==> src/rtl/uart_pkg.sv <==
// Shared definitions for the UART receiver and transmitter: defaults, FSM state type, helpers.
// Optional parity support is enabled by defining UART_RX_PARITY_EN.
package uart_pkg;

    localparam int UART_DATA_BITS  = 8;
    localparam int UART_CLK_FREQ   = 100000000;
    localparam int UART_BAUD       = 250000;
    localparam int UART_OVERSAMPLE = 16;

    typedef enum logic [2:0] {
        S_IDLE      = 3'd0,
        S_START     = 3'd1,
        S_DATA      = 3'd2,
        S_STOP      = 3'd3,
`ifdef UART_RX_PARITY_EN
        S_WAIT_HIGH = 3'd4,
        S_PARITY    = 3'd5
`else
        S_WAIT_HIGH = 3'd4
`endif
    } uart_rx_state_e;

    // Oversample tick divider, clamped so very fast baud settings still tick every cycle.
    function automatic int uart_div(input int clk_freq, input int baud, input int oversample);
        int d;
        d = clk_freq / (baud * oversample);
        return (d < 1) ? 1 : d;
    endfunction

    function automatic logic uart_parity(input logic [UART_DATA_BITS-1:0] d);
        return ^d;
    endfunction

endpackage

==> src/rtl/uart_receiver_if.sv <==
// Consumer-side handshake bundle of the UART receiver: byte, valid/ready and status pulses.
// PARITY_ERR exists only when UART_RX_PARITY_EN is defined.
interface uart_receiver_if;
    import uart_pkg::*;

    logic [UART_DATA_BITS-1:0] data;
    logic                      valid;
    logic                      ready;
    logic                      busy;
    logic                      frame_err;
    logic                      overrun;
`ifdef UART_RX_PARITY_EN
    logic                      parity_err;
`endif

    modport master (
        output data, valid, busy, frame_err, overrun,
`ifdef UART_RX_PARITY_EN
        output parity_err,
`endif
        input  ready
    );

    modport slave (
        input  data, valid, busy, frame_err, overrun,
`ifdef UART_RX_PARITY_EN
        input  parity_err,
`endif
        output ready
    );

endinterface

==> src/rtl/uart_baud_tick.sv <==
// Oversample tick generator: single-cycle registered tick every DIV clocks, with synchronous clear.
module uart_baud_tick #(
    parameter int DIV = 25
) (
    input  logic clk,
    input  logic rst_n,
    input  logic clr,
    output logic tick
);

    localparam int            CW     = (DIV > 1) ? $clog2(DIV) : 1;
    localparam logic [CW-1:0] LAST   = CW'(DIV - 1);
    // The tick is registered, so a clear restarts one count ahead to keep ticks DIV clocks after it.
    localparam logic [CW-1:0] RELOAD = CW'(1 % DIV);

    logic [CW-1:0] cnt_q, cnt_d;
    logic          tick_q, tick_d;

    // Next count and tick.
    always_comb begin
        cnt_d  = cnt_q;
        tick_d = 1'b0;
        if (clr) begin
            cnt_d  = RELOAD;
            tick_d = (DIV == 1);
        end else if (cnt_q == LAST) begin
            cnt_d  = '0;
            tick_d = 1'b1;
        end else begin
            cnt_d  = cnt_q + CW'(1);
            tick_d = 1'b0;
        end
    end

    // Divider state.
    always_ff @(posedge clk or negedge rst_n) begin
        if (!rst_n) begin
            cnt_q  <= '0;
            tick_q <= 1'b0;
        end else begin
            cnt_q  <= cnt_d;
            tick_q <= tick_d;
        end
    end

    assign tick = tick_q;

endmodule

==> src/rtl/uart_receiver.sv <==
// 8N1 UART receiver with 16x mid-bit sampling and a one-entry valid/ready holding register.
// Define UART_RX_PARITY_EN for an even-parity bit after the data bits and a PARITY_ERR pulse.
module uart_receiver
    import uart_pkg::*;
#(
    parameter int CLK_FREQ   = UART_CLK_FREQ,
    parameter int BAUD       = UART_BAUD,
    parameter int OVERSAMPLE = UART_OVERSAMPLE
) (
    input  logic              clk,
    input  logic              rst_n,
    input  logic              rx,
    uart_receiver_if.master   bus
);

    localparam int         DIV      = uart_div(CLK_FREQ, BAUD, OVERSAMPLE);
    localparam logic [3:0] MID_CNT  = 4'(OVERSAMPLE / 2 - 1);
    localparam logic [3:0] END_CNT  = 4'(OVERSAMPLE - 1);
    localparam logic [2:0] LAST_BIT = 3'(UART_DATA_BITS - 1);

    logic [1:0]                rst_sync_q, rst_sync_d;
    logic                      rst_int_n;
    logic [1:0]                rx_sync_q, rx_sync_d;
    logic                      rxs_s;
    logic                      tick_s, tick_clr_s, mid_tick_s, end_tick_s;
    uart_rx_state_e            state_q, state_d;
    logic [3:0]                sample_cnt_q, sample_cnt_d;
    logic [2:0]                bit_idx_q, bit_idx_d;
    logic [UART_DATA_BITS-1:0] shift_q, shift_d;
    logic [UART_DATA_BITS-1:0] data_q, data_d;
    logic                      valid_q, valid_d;
    logic                      busy_q, busy_d;
    logic                      frame_err_q, frame_err_d;
    logic                      overrun_q, overrun_d;
`ifdef UART_RX_PARITY_EN
    logic                      par_bit_q, par_bit_d;
    logic                      parity_err_q, parity_err_d;
`endif

    // Reset synchronizer: assertion is immediate, release is aligned to clk.
    always_comb begin
        rst_sync_d = {rst_sync_q[0], 1'b1};
    end

    // Reset synchronizer flops.
    always_ff @(posedge clk or negedge rst_n) begin
        if (!rst_n) begin
            rst_sync_q <= 2'b00;
        end else begin
            rst_sync_q <= rst_sync_d;
        end
    end

    assign rst_int_n = rst_sync_q[1];

    // Two-flop line synchronizer, idle-high so reset never looks like a start bit.
    always_comb begin
        rx_sync_d = {rx_sync_q[0], rx};
    end

    // Line synchronizer flops.
    always_ff @(posedge clk or negedge rst_int_n) begin
        if (!rst_int_n) begin
            rx_sync_q <= 2'b11;
        end else begin
            rx_sync_q <= rx_sync_d;
        end
    end

    assign rxs_s = rx_sync_q[1];

    uart_baud_tick #(
        .DIV (DIV)
    ) u_tick (
        .clk   (clk),
        .rst_n (rst_int_n),
        .clr   (tick_clr_s),
        .tick  (tick_s)
    );

    assign mid_tick_s = tick_s && (sample_cnt_q == MID_CNT);
    assign end_tick_s = tick_s && (sample_cnt_q == END_CNT);

    // FSM state register.
    always_ff @(posedge clk or negedge rst_int_n) begin
        if (!rst_int_n) begin
            state_q <= S_IDLE;
        end else begin
            state_q <= state_d;
        end
    end

    // FSM next-state logic.
    always_comb begin
        state_d = state_q;
        case (state_q)
            S_IDLE: begin
                if (!rxs_s) state_d = S_START;
                else        state_d = S_IDLE;
            end
            S_START: begin
                if (mid_tick_s) state_d = rxs_s ? S_IDLE : S_DATA;
                else            state_d = S_START;
            end
            S_DATA: begin
                if (end_tick_s && (bit_idx_q == LAST_BIT)) begin
`ifdef UART_RX_PARITY_EN
                    state_d = S_PARITY;
`else
                    state_d = S_STOP;
`endif
                end else begin
                    state_d = S_DATA;
                end
            end
`ifdef UART_RX_PARITY_EN
            S_PARITY: begin
                if (end_tick_s) state_d = S_STOP;
                else            state_d = S_PARITY;
            end
`endif
            S_STOP: begin
                // A low stop bit may be a break; wait for the line to recover before re-arming.
                if (end_tick_s) state_d = rxs_s ? S_IDLE : S_WAIT_HIGH;
                else            state_d = S_STOP;
            end
            S_WAIT_HIGH: begin
                if (rxs_s) state_d = S_IDLE;
                else       state_d = S_WAIT_HIGH;
            end
            default: state_d = S_IDLE;
        endcase
    end

    // FSM datapath and output logic.
    always_comb begin
        tick_clr_s   = 1'b0;
        sample_cnt_d = sample_cnt_q;
        bit_idx_d    = bit_idx_q;
        shift_d      = shift_q;
        data_d       = data_q;
        frame_err_d  = 1'b0;
        overrun_d    = 1'b0;
`ifdef UART_RX_PARITY_EN
        par_bit_d    = par_bit_q;
        parity_err_d = 1'b0;
`endif
        if (valid_q && bus.ready) valid_d = 1'b0;
        else                      valid_d = valid_q;

        case (state_q)
            S_IDLE: begin
                if (!rxs_s) begin
                    tick_clr_s   = 1'b1;
                    sample_cnt_d = 4'd0;
                    bit_idx_d    = 3'd0;
                end else begin
                    tick_clr_s   = 1'b0;
                end
            end
            S_START: begin
                if (mid_tick_s)  sample_cnt_d = 4'd0;
                else if (tick_s) sample_cnt_d = sample_cnt_q + 4'd1;
                else             sample_cnt_d = sample_cnt_q;
            end
            S_DATA: begin
                if (end_tick_s) begin
                    shift_d      = {rxs_s, shift_q[UART_DATA_BITS-1:1]};
                    sample_cnt_d = 4'd0;
                    bit_idx_d    = bit_idx_q + 3'd1;
                end else if (tick_s) begin
                    sample_cnt_d = sample_cnt_q + 4'd1;
                end else begin
                    sample_cnt_d = sample_cnt_q;
                end
            end
`ifdef UART_RX_PARITY_EN
            S_PARITY: begin
                if (end_tick_s) begin
                    par_bit_d    = rxs_s;
                    sample_cnt_d = 4'd0;
                end else if (tick_s) begin
                    sample_cnt_d = sample_cnt_q + 4'd1;
                end else begin
                    sample_cnt_d = sample_cnt_q;
                end
            end
`endif
            S_STOP: begin
                if (end_tick_s) begin
                    sample_cnt_d = 4'd0;
                    if (!rxs_s) begin
                        frame_err_d = 1'b1;
                    end else if (valid_q && !bus.ready) begin
                        overrun_d = 1'b1;
                    end else begin
                        data_d  = shift_q;
                        valid_d = 1'b1;
`ifdef UART_RX_PARITY_EN
                        parity_err_d = uart_parity(shift_q) ^ par_bit_q;
`endif
                    end
                end else if (tick_s) begin
                    sample_cnt_d = sample_cnt_q + 4'd1;
                end else begin
                    sample_cnt_d = sample_cnt_q;
                end
            end
            S_WAIT_HIGH: begin
                sample_cnt_d = sample_cnt_q;
            end
            default: begin
                sample_cnt_d = 4'd0;
            end
        endcase

        busy_d = (state_d != S_IDLE);
    end

    // Datapath and registered outputs.
    always_ff @(posedge clk or negedge rst_int_n) begin
        if (!rst_int_n) begin
            sample_cnt_q <= 4'd0;
            bit_idx_q    <= 3'd0;
            shift_q      <= '0;
            data_q       <= '0;
            valid_q      <= 1'b0;
            busy_q       <= 1'b0;
            frame_err_q  <= 1'b0;
            overrun_q    <= 1'b0;
`ifdef UART_RX_PARITY_EN
            par_bit_q    <= 1'b0;
            parity_err_q <= 1'b0;
`endif
        end else begin
            sample_cnt_q <= sample_cnt_d;
            bit_idx_q    <= bit_idx_d;
            shift_q      <= shift_d;
            data_q       <= data_d;
            valid_q      <= valid_d;
            busy_q       <= busy_d;
            frame_err_q  <= frame_err_d;
            overrun_q    <= overrun_d;
`ifdef UART_RX_PARITY_EN
            par_bit_q    <= par_bit_d;
            parity_err_q <= parity_err_d;
`endif
        end
    end

    assign bus.data      = data_q;
    assign bus.valid     = valid_q;
    assign bus.busy      = busy_q;
    assign bus.frame_err = frame_err_q;
    assign bus.overrun   = overrun_q;
`ifdef UART_RX_PARITY_EN
    assign bus.parity_err = parity_err_q;
`endif

endmodule

==> src/flat_wrapper.sv <==
// flat-port wrapper written by rule: the top's interface ports become plain ports
module uart_receiver_flat import uart_pkg::*;
#(
    parameter int CLK_FREQ   = UART_CLK_FREQ,
    parameter int BAUD       = UART_BAUD,
    parameter int OVERSAMPLE = UART_OVERSAMPLE
)
  (clk, rst_n, rx, bus_data, bus_valid, bus_busy, bus_frame_err, bus_overrun, bus_ready);
  uart_receiver_if bus_i ();
  input  logic clk;
  input  logic rst_n;
  input  logic rx;
  output wire logic [$bits(bus_i.data)-1:0] bus_data;
  output wire logic [$bits(bus_i.valid)-1:0] bus_valid;
  output wire logic [$bits(bus_i.busy)-1:0] bus_busy;
  output wire logic [$bits(bus_i.frame_err)-1:0] bus_frame_err;
  output wire logic [$bits(bus_i.overrun)-1:0] bus_overrun;
  input wire logic [$bits(bus_i.ready)-1:0] bus_ready;
  assign bus_data = bus_i.data;
  assign bus_valid = bus_i.valid;
  assign bus_busy = bus_i.busy;
  assign bus_frame_err = bus_i.frame_err;
  assign bus_overrun = bus_i.overrun;
  assign bus_i.ready = bus_ready;
  uart_receiver #(.CLK_FREQ(CLK_FREQ), .BAUD(BAUD), .OVERSAMPLE(OVERSAMPLE)) u_core (.clk(clk), .rst_n(rst_n), .rx(rx), .bus(bus_i));
endmodule
==> config.mk <==
export PLATFORM = sky130hd
export DESIGN_NAME = uart_receiver_flat
export DESIGN_NICKNAME = d
export VERILOG_FILES = /design/src/rtl/uart_pkg.sv /design/src/rtl/uart_receiver_if.sv /design/src/rtl/uart_baud_tick.sv /design/src/rtl/uart_receiver.sv /design/src/flat_wrapper.sv
export SDC_FILE = /design/constraint.sdc
export NUM_CORES = 1
export LEC_CHECK = 0
export ABC_AREA = 1
export CORE_AREA = 2 2 67 69
export CTS_CLUSTER_DIAMETER = 30
export CTS_CLUSTER_SIZE = 12
export DETAILED_ROUTE_END_ITERATION = 6
export DIE_AREA = 0 0 69 71
export GPL_ROUTABILITY_DRIVEN = 1
export MAX_ROUTING_LAYER = met4
export PLACE_DENSITY_LB_ADDON = 0.15
export SLEW_MARGIN = 10
export SYNTH_ARGS = -nofsm -noshare
export SYNTH_HDL_FRONTEND = slang
export SYNTH_SLANG_ARGS = --single-unit
==> constraint.sdc <==
create_clock -name clk -period 1.25 [get_ports clk]
set_input_delay 0.25 -clock clk [delete_from_list [all_inputs] [get_ports clk]]
set_output_delay 0.25 -clock clk [all_outputs]
set_load 0.05 [all_outputs]
### After elaboration in Yosys (flattened, before gate mapping)

Cells that the tools add are included.

| word-level totals | value |
|---|---|
| logic and storage cells | 74 |
| output and inout bits | 12 |
| register bits | 40 |

| operators by class | value |
|---|---|
| add/subtract/negate cells | 3 |
| reductions and logical operators | 14 |
| muxes and demuxes | 32 |
| equality and inequality tests | 10 |
| bitwise gates (word level) | 2 |

Operators by type and width:

| operator | number |
|---|---|
| 1-bit two-way mux | 17 |
| 4-bit two-way mux | 4 |
| 4-bit one-hot mux with 4 select lines | 1 |
| 3-bit two-way mux | 5 |
| 3-bit one-hot mux with 5 select lines | 1 |
| 5-bit two-way mux | 2 |
| 3-bit by 2-bit equality test with 1-bit output, second input constant | 2 |
| 3-bit equality test, second input constant | 2 |
| 3-bit one-hot mux with 2 select lines | 1 |
| 5-bit by 1-bit adder with 5-bit output, second input constant | 1 |
| 5-bit equality test, second input constant | 1 |
| 1-bit logical AND | 5 |
| 4-bit by 1-bit adder with 4-bit output, second input constant | 1 |
| 4-bit by 3-bit equality test with 1-bit output, second input constant | 1 |
| 4-bit equality test, second input constant | 1 |
| 2-bit AND reduction | 2 |
| 4-bit AND reduction | 1 |
| 3-bit by 1-bit adder with 3-bit output, second input constant | 1 |
| 3-bit by 1-bit equality test with 1-bit output, second input constant | 1 |
| 3-bit logical NOT | 1 |
| 3-bit AND reduction | 1 |
| 3-bit nonzero test | 1 |
| 2-bit two-way mux | 1 |
| 2-bit by 1-bit inequality test with 1-bit output, second input constant | 1 |
| other kinds (5) | 6 |

### Longest topological paths before layout

Gate-level depths: netlist of the first run.

| logic depth | value |
|---|---|
| depth in word-level cells | 6 |
| depth in mapped cells | 7 |
| gate-level depth less buffers | 7 |

### Hierarchy

A second synthesis of the first run with hierarchy kept.

| second synthesis, totals | value |
|---|---|
| cells, all modules | 205 |
| area, all modules | 1850.5 um2 |

Modules (own cells, without submodules):

| module | times used | area an instance (um2) | sequential area each (um2) | cells each |
|---|---|---|---|---|
| uart_receiver | 1 | 1554.0 | 853.3 | 170 |
| uart_baud_tick | 1 | 296.5 | 150.1 | 35 |

### Worst setup path before layout of the first run

Ideal clock, no wire load.

| timing | value |
|---|---|
| kind | register -> register |
| start | register u_core.sample_cnt_q[0] |
| end | register u_core.data_q[6] (netlist: u_core.bus.data[6]) |
| setup time | 119 ps |
| arrival | 1283 ps |
| cell stages (with the launch flop) | 8 |
| period minus slack after synthesis | 1402 ps |
| setup slack | -152 ps |
| data required time | 1131 ps |
| cell sequence | dfrtp_1 > ha_1 > nand3_4 > nor2_8 > nand4_4 > buf_6 > nand2_2 > o21ai_2 |

| between the ends | value |
|---|---|
| cells in the longest elaborated chain, start to end | 3 |

RTL lines:

| what | line | text |
|---|---|---|
| start: declaration | uart_receiver.sv:27 | `logic [3:0] sample_cnt_q, sample_cnt_d;` |
| start signal: assignment | uart_receiver.sv:236 | `sample_cnt_q <= sample_cnt_d;` |
| 4-bit equality test | uart_receiver.sv:82 | `assign end_tick_s = tick_s && (sample_cnt_q == END_CNT);` |
| 1-bit logical AND | uart_receiver.sv:82 |  |
| 4-bit AND reduction (no line) | -- |  |
| end signal: assignment | uart_receiver.sv:239 | `data_q <= data_d;` |
| end: declaration | uart_receiver.sv:30 | `logic [UART_DATA_BITS-1:0] data_q, data_d;` |

Every way passes these cells.
A chain may end at the register's enable or synchronous reset.

### Final worst setup path of the first run

Ends and elaborated chain as after synthesis.

==> results.yml, run 1 <==
critical_path:
  crit_arrival_ns: 1.54
  crit_chain: "ha_4 -> nand3_4 -> nor2_8 -> nand4_4 -> buf_12 -> nand2_4 -> o21ai_2"
  r2r-start: "u_core.sample_cnt_q[0]$_DFFE_PN0P_"
  rr_worst_depth: 7
  worstReg2RegEnd: "u_core.bus.data[6]$_DFFE_PN0P_"
  critPathBufInv: 1
  worstSetupEndpointType: "register"
  path_depth: 7
  cp-start-kind: "register"
  crit_type: "reg -> reg"
  startpoint: "u_core.sample_cnt_q[0]$_DFFE_PN0P_"
  r2r_slack_ns: -0.12
  critPathSlowestCell: "dfrtp_1"
  crit_fanout: 16
  worstPathRequired_ns: 1.42
  crit_family: "simple AND/OR/NAND/NOR gates"
  max_stage_delay_ns: 0.39
floorplan:
  die_w_um: 69
  dieArea_mm2: 0.00490
  core_mm2: 0.00420
  die_h_um: 71
  num_rows: 24
  ios: 16
  start_util_pct: 43.3
place:
  pre_cts_slack_ns: -0.156
  place_congestion: 0.735
  hpwlAfterDp_um: 2530
  portBuffers: 15
  placed_area_mm2: 0.00233
  place_inst: 266
layout:
  fin_cells: 281
  final_cell_mix: "dfrtp_1 (37), buf_4 (23), inv_1 (22), nand2_1 (21), o21ai_2 (17)"
  diodes: 0
  final_common_cell: "dfrtp_1"
  n_fill_cell: 348
  multi_input_area_um2: 806
  final_cell_area_mm2: 0.00261
  final_nets: 237
  drive_gt1_share_pct: 43.2
  fin_util_pct: 62.1
  regArea_mm2: 0.00100
  syn2layout_area_growth_pct: 43.2
global_route:
  overflow: 0
  grt_usage_pct: 15.3
  grt_pass1_vias: 1336
  antenna_found_initial: 0
  grt_pass1_wl_um: 5840
  grt_max_degree: 39
sta:
  tns_ns: -2.01
  setup_ws_ns: -0.118
  slew_viol_final: 0
  rsz0062_at_grt: "true"
  final-setup-viol-count: 27
  whs_ns: 0.126
  fin_skew_ns: 0.00778
  period_minus_slack_ns: 1.37
  final-hold-violation-count: 0
  period_share_pct: 109
  max_freq_ghz: 0.731
clock_tree:
  hold_buffers: 0
  insertion_delay_ns: 0.28
  clk_transition_reported_paths_ns: 0.07
  cts_sinks: 40
  clockBufferDepth: 2
  cts_inserted_buffers: 5
  h-tree-depth: 2
  cts-root-buf: "clkbuf_8"
  cts_tree: "yes"
routing:
  vias: 1357
  post_drt_wl_per_cell_um: 12.7
  drtAntennaViolNets: 0
  drt-initial-drc-count: 55
  vias_per_cell: 4.83
  drt-pass1-iter-count: 4
  drcViolationCount: 0
  wl_um: 3560
outcome:
  failed_checks: "setup timing"
  status: "finished, violations left"
power:
  total_power_mw: 3.01
  worst_ir_drop_vdd_v: 0.000652
  power.density_mw_per_mm2: 1160
  power_leakage_nw: 1.27
job:
  cap_violations: 0
synth:
  ys_ff_latch: 40
  syn_area_mm2: 0.00182
  seq_area_frac_synth_pct: 55.1
  synth_fp_nets: 191
  avgSynthCellArea_um2: 10.0
  yosysWarnings: 0
  synthDistinctLibCells: 27
  netlist_instances: 182
hold_path:
  hp-class: "in -> async"
[kinds of logic (layout without fill, tap and decap cells)]
| kind of cell | count (synthesis) | after routing | share of synthesized area [%] |
|---|---|---|---|
| AOI/OAI and AO/OA | 25 | 25 | 10.8 |
| DFF | 40 | 40 | 55.1 |
| other | 1 | 1 | 0.206 |
| xor gates and xnor gates | 5 | 5 | 2.40 |
| buffers and inverters | 29 | 76 | 7.21 |
| and+or+nand+nor | 77 | 77 | 20.9 |
| adders and majority gates | 5 | 5 | 3.43 |
[routing by layer]
metal  GRT usage, %  part of all wire, %
met5              -                    0
met4           4.58                 0.62
met3           3.13                  3.3
met2           25.6                   54
met1           18.7                   42
[where the power goes]
| part | internal [mW] | switching (mW) | total [mW] |
|---|---|---|---|
| sequential | 1.43 | 0.131 | 1.56 |
| clock | 0.503 | 0.411 | 0.915 |
| combinational | 0.268 | 0.268 | 0.536 |
| total | 2.20 | 0.810 | 3.01 |
[sequential cells by signal (all words and copies together) (netlist names)]
name	flops
u_core.u_tick.tick	1
u_core.rst_sync_q	2
u_core.state_q	3
u_core.rx_sync_q	2
u_core.bus.busy	1
u_core.bus.valid	1
u_core.u_tick.cnt_q	5
u_core.bus.overrun	1
u_core.bit_idx_q	3
u_core.bus.frame_err	1
u_core.sample_cnt_q	4
u_core.bus.data	8
u_core.shift_q	8
[Yosys cell counts]
cell type   n  area share, %
o211ai_1    2           0.82
nand4_4     1            1.2
dfrtp_1    38             52
xor2_1      3            1.4
nor2_2      2           0.69
buf_4       2           0.82
nor4_1      1           0.34
a21oi_1     2           0.55
dfstp_2     2            2.9
inv_1      22            4.5
nand2_2     4            1.4
nand3_1    12            3.3
nor3_1      1           0.27
conb_1      1           0.21
nand3_4     1           0.96
o21ai_2    17            8.2
nand2_1    35            7.2
ha_1        5            3.4
nor2_8      1            1.1
nand4_1     4            1.4
inv_2       3           0.62
xnor2_1     2           0.96
nor2_1     15            3.1
buf_6       2            1.2
o21bai_1    1           0.41
o21ai_1     1           0.27
o21ai_0     2           0.55
[worst max path at each step]
stage	to	slack (ns)
after floorplan	u_core.bus.data[6]$_DFFE_PN0P_	-0.09
after global placement	u_core.bus.data[4]$_DFFE_PN0P_	-0.12
after detailed placement	u_core.bus.data[1]$_DFFE_PN0P_	-0.16
after CTS	u_core.shift_q[2]$_DFFE_PN0P_	-0.13
after global routing	u_core.bus.data[0]$_DFFE_PN0P_	-0.19
final	u_core.bus.data[6]$_DFFE_PN0P_	-0.12
[area by class of cell]
cell class              instances  area share (%)
clock buffers                   8            3.84
inverters                      25            3.60
multi-input cells             113            30.9
well taps                      52            2.49
repair buffers                 43            20.7
flip-flops and latches         40            38.5
[what timing repair did]
action / CTS / global route
setup endpoints to repair: 24 / 32
gates cloned: 0 / 1
setup buffers: 4 / 2
pin swaps: 3 / 7
resized for setup: 5 / 25
[worst reg2reg max path: cells and delay by family (launching register included)]
family,cells,cell delay [ns]
compound gates,1,0.05
fa+ha+maj,1,0.17
buf+inv,1,0.18
flops,1,0.39
simple gates,4,0.46
No activity file was read; power rests on OpenSTA's default activity.
==> inputs of run 2 (changes only) <==
- SKIP_CTS_REPAIR_TIMING: default -> 1
==> run 2 against run 1 <==
Highest routed layer unchanged; the flow still finishes with violations (setup timing); clock skew is essentially flat; critical path type unchanged; core utilization shrank 1.2 points; worst hold slack gained 0.0012 ns; setup slack lost 0.0072 ns; cell count shrank 1.1%; via count shrank 0.74%.
==> results.yml, run 2 (synthesis results as in run 1) <==
layout:
  final_common_cell: "dfrtp_1"
  final_cell_mix: "dfrtp_1 (36), nand2_1 (27), inv_1 (22), buf_4 (21), o21ai_2 (18)"
  fin_util_pct: 60.9
  drive_gt1_share_pct: 40.7
  final_nets: 234
  syn2layout_area_growth_pct: 40.5
  diodes: 0
  final_cell_area_mm2: 0.00256
critical_path:
  endpoint: "u_core.bus.data[5]$_DFFE_PN0P_"
  r2r_slack_ns: -0.13
  worstSetupEndpointType: "register"
  crit_chain: "ha_4 -> nand3_4 -> nor2_8 -> nand4_4 -> buf_12 -> nand2_1 -> o21ai_2"
  crit_arrival_ns: 1.55
  rr_worst_depth: 7
  cp-start-kind: "register"
  crit_type: "reg -> reg"
  crit_fanout: 16
  r2r-start: "u_core.sample_cnt_q[0]$_DFFE_PN0P_"
  crit_family: "simple AND/OR/NAND/NOR gates"
  startpoint: "u_core.sample_cnt_q[0]$_DFFE_PN0P_"
  worstReg2RegEnd: "u_core.bus.data[5]$_DFFE_PN0P_"
  critPathSlowestCell: "dfrtp_1"
  worstPathRequired_ns: 1.42
  critPathBufInv: 1
  path_depth: 7
  max_stage_delay_ns: 0.39
place:
  portBuffers: 15
  placed_area_mm2: 0.00233
  place_congestion: 0.735
  hpwlAfterDp_um: 2530
clock_tree:
  h-tree-depth: 2
  insertion_delay_ns: 0.28
  cts_sinks: 40
  cts_tree: "yes"
  cts_inserted_buffers: 5
  clockBufferDepth: 2
  clk_transition_reported_paths_ns: 0.07
  cts-root-buf: "clkbuf_8"
global_route:
  grt_usage_pct: 15.1
  grt_pass1_vias: 1304
  grt_pass1_wl_um: 5770
  antenna_found_initial: 0
  overflow: 0
  grt_max_degree: 39
power:
  power_leakage_nw: 1.25
  p_comb_share_pct: 17.9
  power.internal_mw: 2.21
  power.density_mw_per_mm2: 1180
  worst_ir_drop_vdd_v: 0.000652
  p_sw_mw: 0.812
  p_clk_share_pct: 30.3
  p_seq_share_pct: 51.8
  p_sw_share_pct: 26.9
routing:
  top_layer: "met4"
  drtAntennaViolNets: 0
  met1_length_um: 1500
  drcViolationCount: 0
  post_drt_wl_per_cell_um: 12.5
  vias_per_cell: 4.85
  drt-initial-drc-count: 43
  met2_length_um: 1860
  vias: 1347
  wl_um: 3480
  drt-pass1-iter-count: 4
  wl_met3_um: 95
sta:
  final-setup-viol-count: 24
  tns_ns: -2.11
  setup_ws_ns: -0.126
  period_share_pct: 110
  max_freq_ghz: 0.727
  period_minus_slack_ns: 1.38
  rsz0062_at_grt: "true"
  whs_ns: 0.127
  final-hold-violation-count: 0
  fin_skew_ns: 0.00779
  slew_viol_final: 0
floorplan:
  core_mm2: 0.00420
  ios: 16
  num_rows: 24
  start_util_pct: 43.3
  dieArea_mm2: 0.00490
  die_h_um: 71
  die_w_um: 69
job:
  cap_violations: 0
outcome:
  status: "finished, violations left"
  failed_checks: "setup timing"
hold_path:
  hp-class: "in -> async"
[run 2: metal layers]
layer  GRT usage, %  vias to the layer above
li1               -                      668
met3           3.13                        4
met1           18.6                      659
met2           25.1                       16
met5              -                        -
met4           4.58                        0
[run 2: final cells by class]
cell class,count,area (µm²)
Tap cell,52,65.1
Sequential cell,40,1010
Clock buffer,8,100
Multi-Input combinational cell,113,782
Fill cell,351,1640
Timing Repair Buffer,40,513
Inverter,25,93.8
[run 2: how the worst min path moves through the flow]
stage | from | end | cells past startpoint | slack, ns
2_1_floorplan | rst_n | u_core.rst_sync_q[0]$_DFF_PN0_ | 0 | -0.05
3_3_place_gp | u_core.rst_sync_q[1]$_DFF_PN0_ | u_core.u_tick.cnt_q[1]$_DFF_PN0_ | 1 | 0.24
3_5_place_dp | u_core.rst_sync_q[1]$_DFF_PN0_ | u_core.u_tick.cnt_q[3]$_DFF_PN0_ | 1 | 0.25
4_1_cts | rst_n | u_core.rst_sync_q[0]$_DFF_PN0_ | 1 | 0.12
5_1_grt | rst_n | u_core.rst_sync_q[1]$_DFF_PN0_ | 1 | 0.10
6_report | rst_n | u_core.rst_sync_q[0]$_DFF_PN0_ | 1 | 0.13
[run 2: power groups by stage]
stage / clock network [mW] / logic (mW) / registers (mW)
finish: 0.915 / 0.542 / 1.56
global route: 1.02 / 0.627 / 1.58
CTS: 0.964 / 0.535 / 1.57
detailed placement: 0 / 0.531 / 1.59
global placement: 0 / 0.492 / 1.57
floorplan: 0 / 0.337 / 1.59
[run 2: metrics by stage]
step / power, mW / cells / worst slack (ns)
3_3_place_gp: 2.07 / 266 / -0.123
5_1_grt: 3.22 / 278 / -0.202
3_5_place_dp: 2.12 / 266 / -0.156
6_report: 3.02 / 278 / -0.126
4_1_cts: 3.06 / 274 / -0.136
2_1_floorplan: 1.92 / 182 / -0.0898
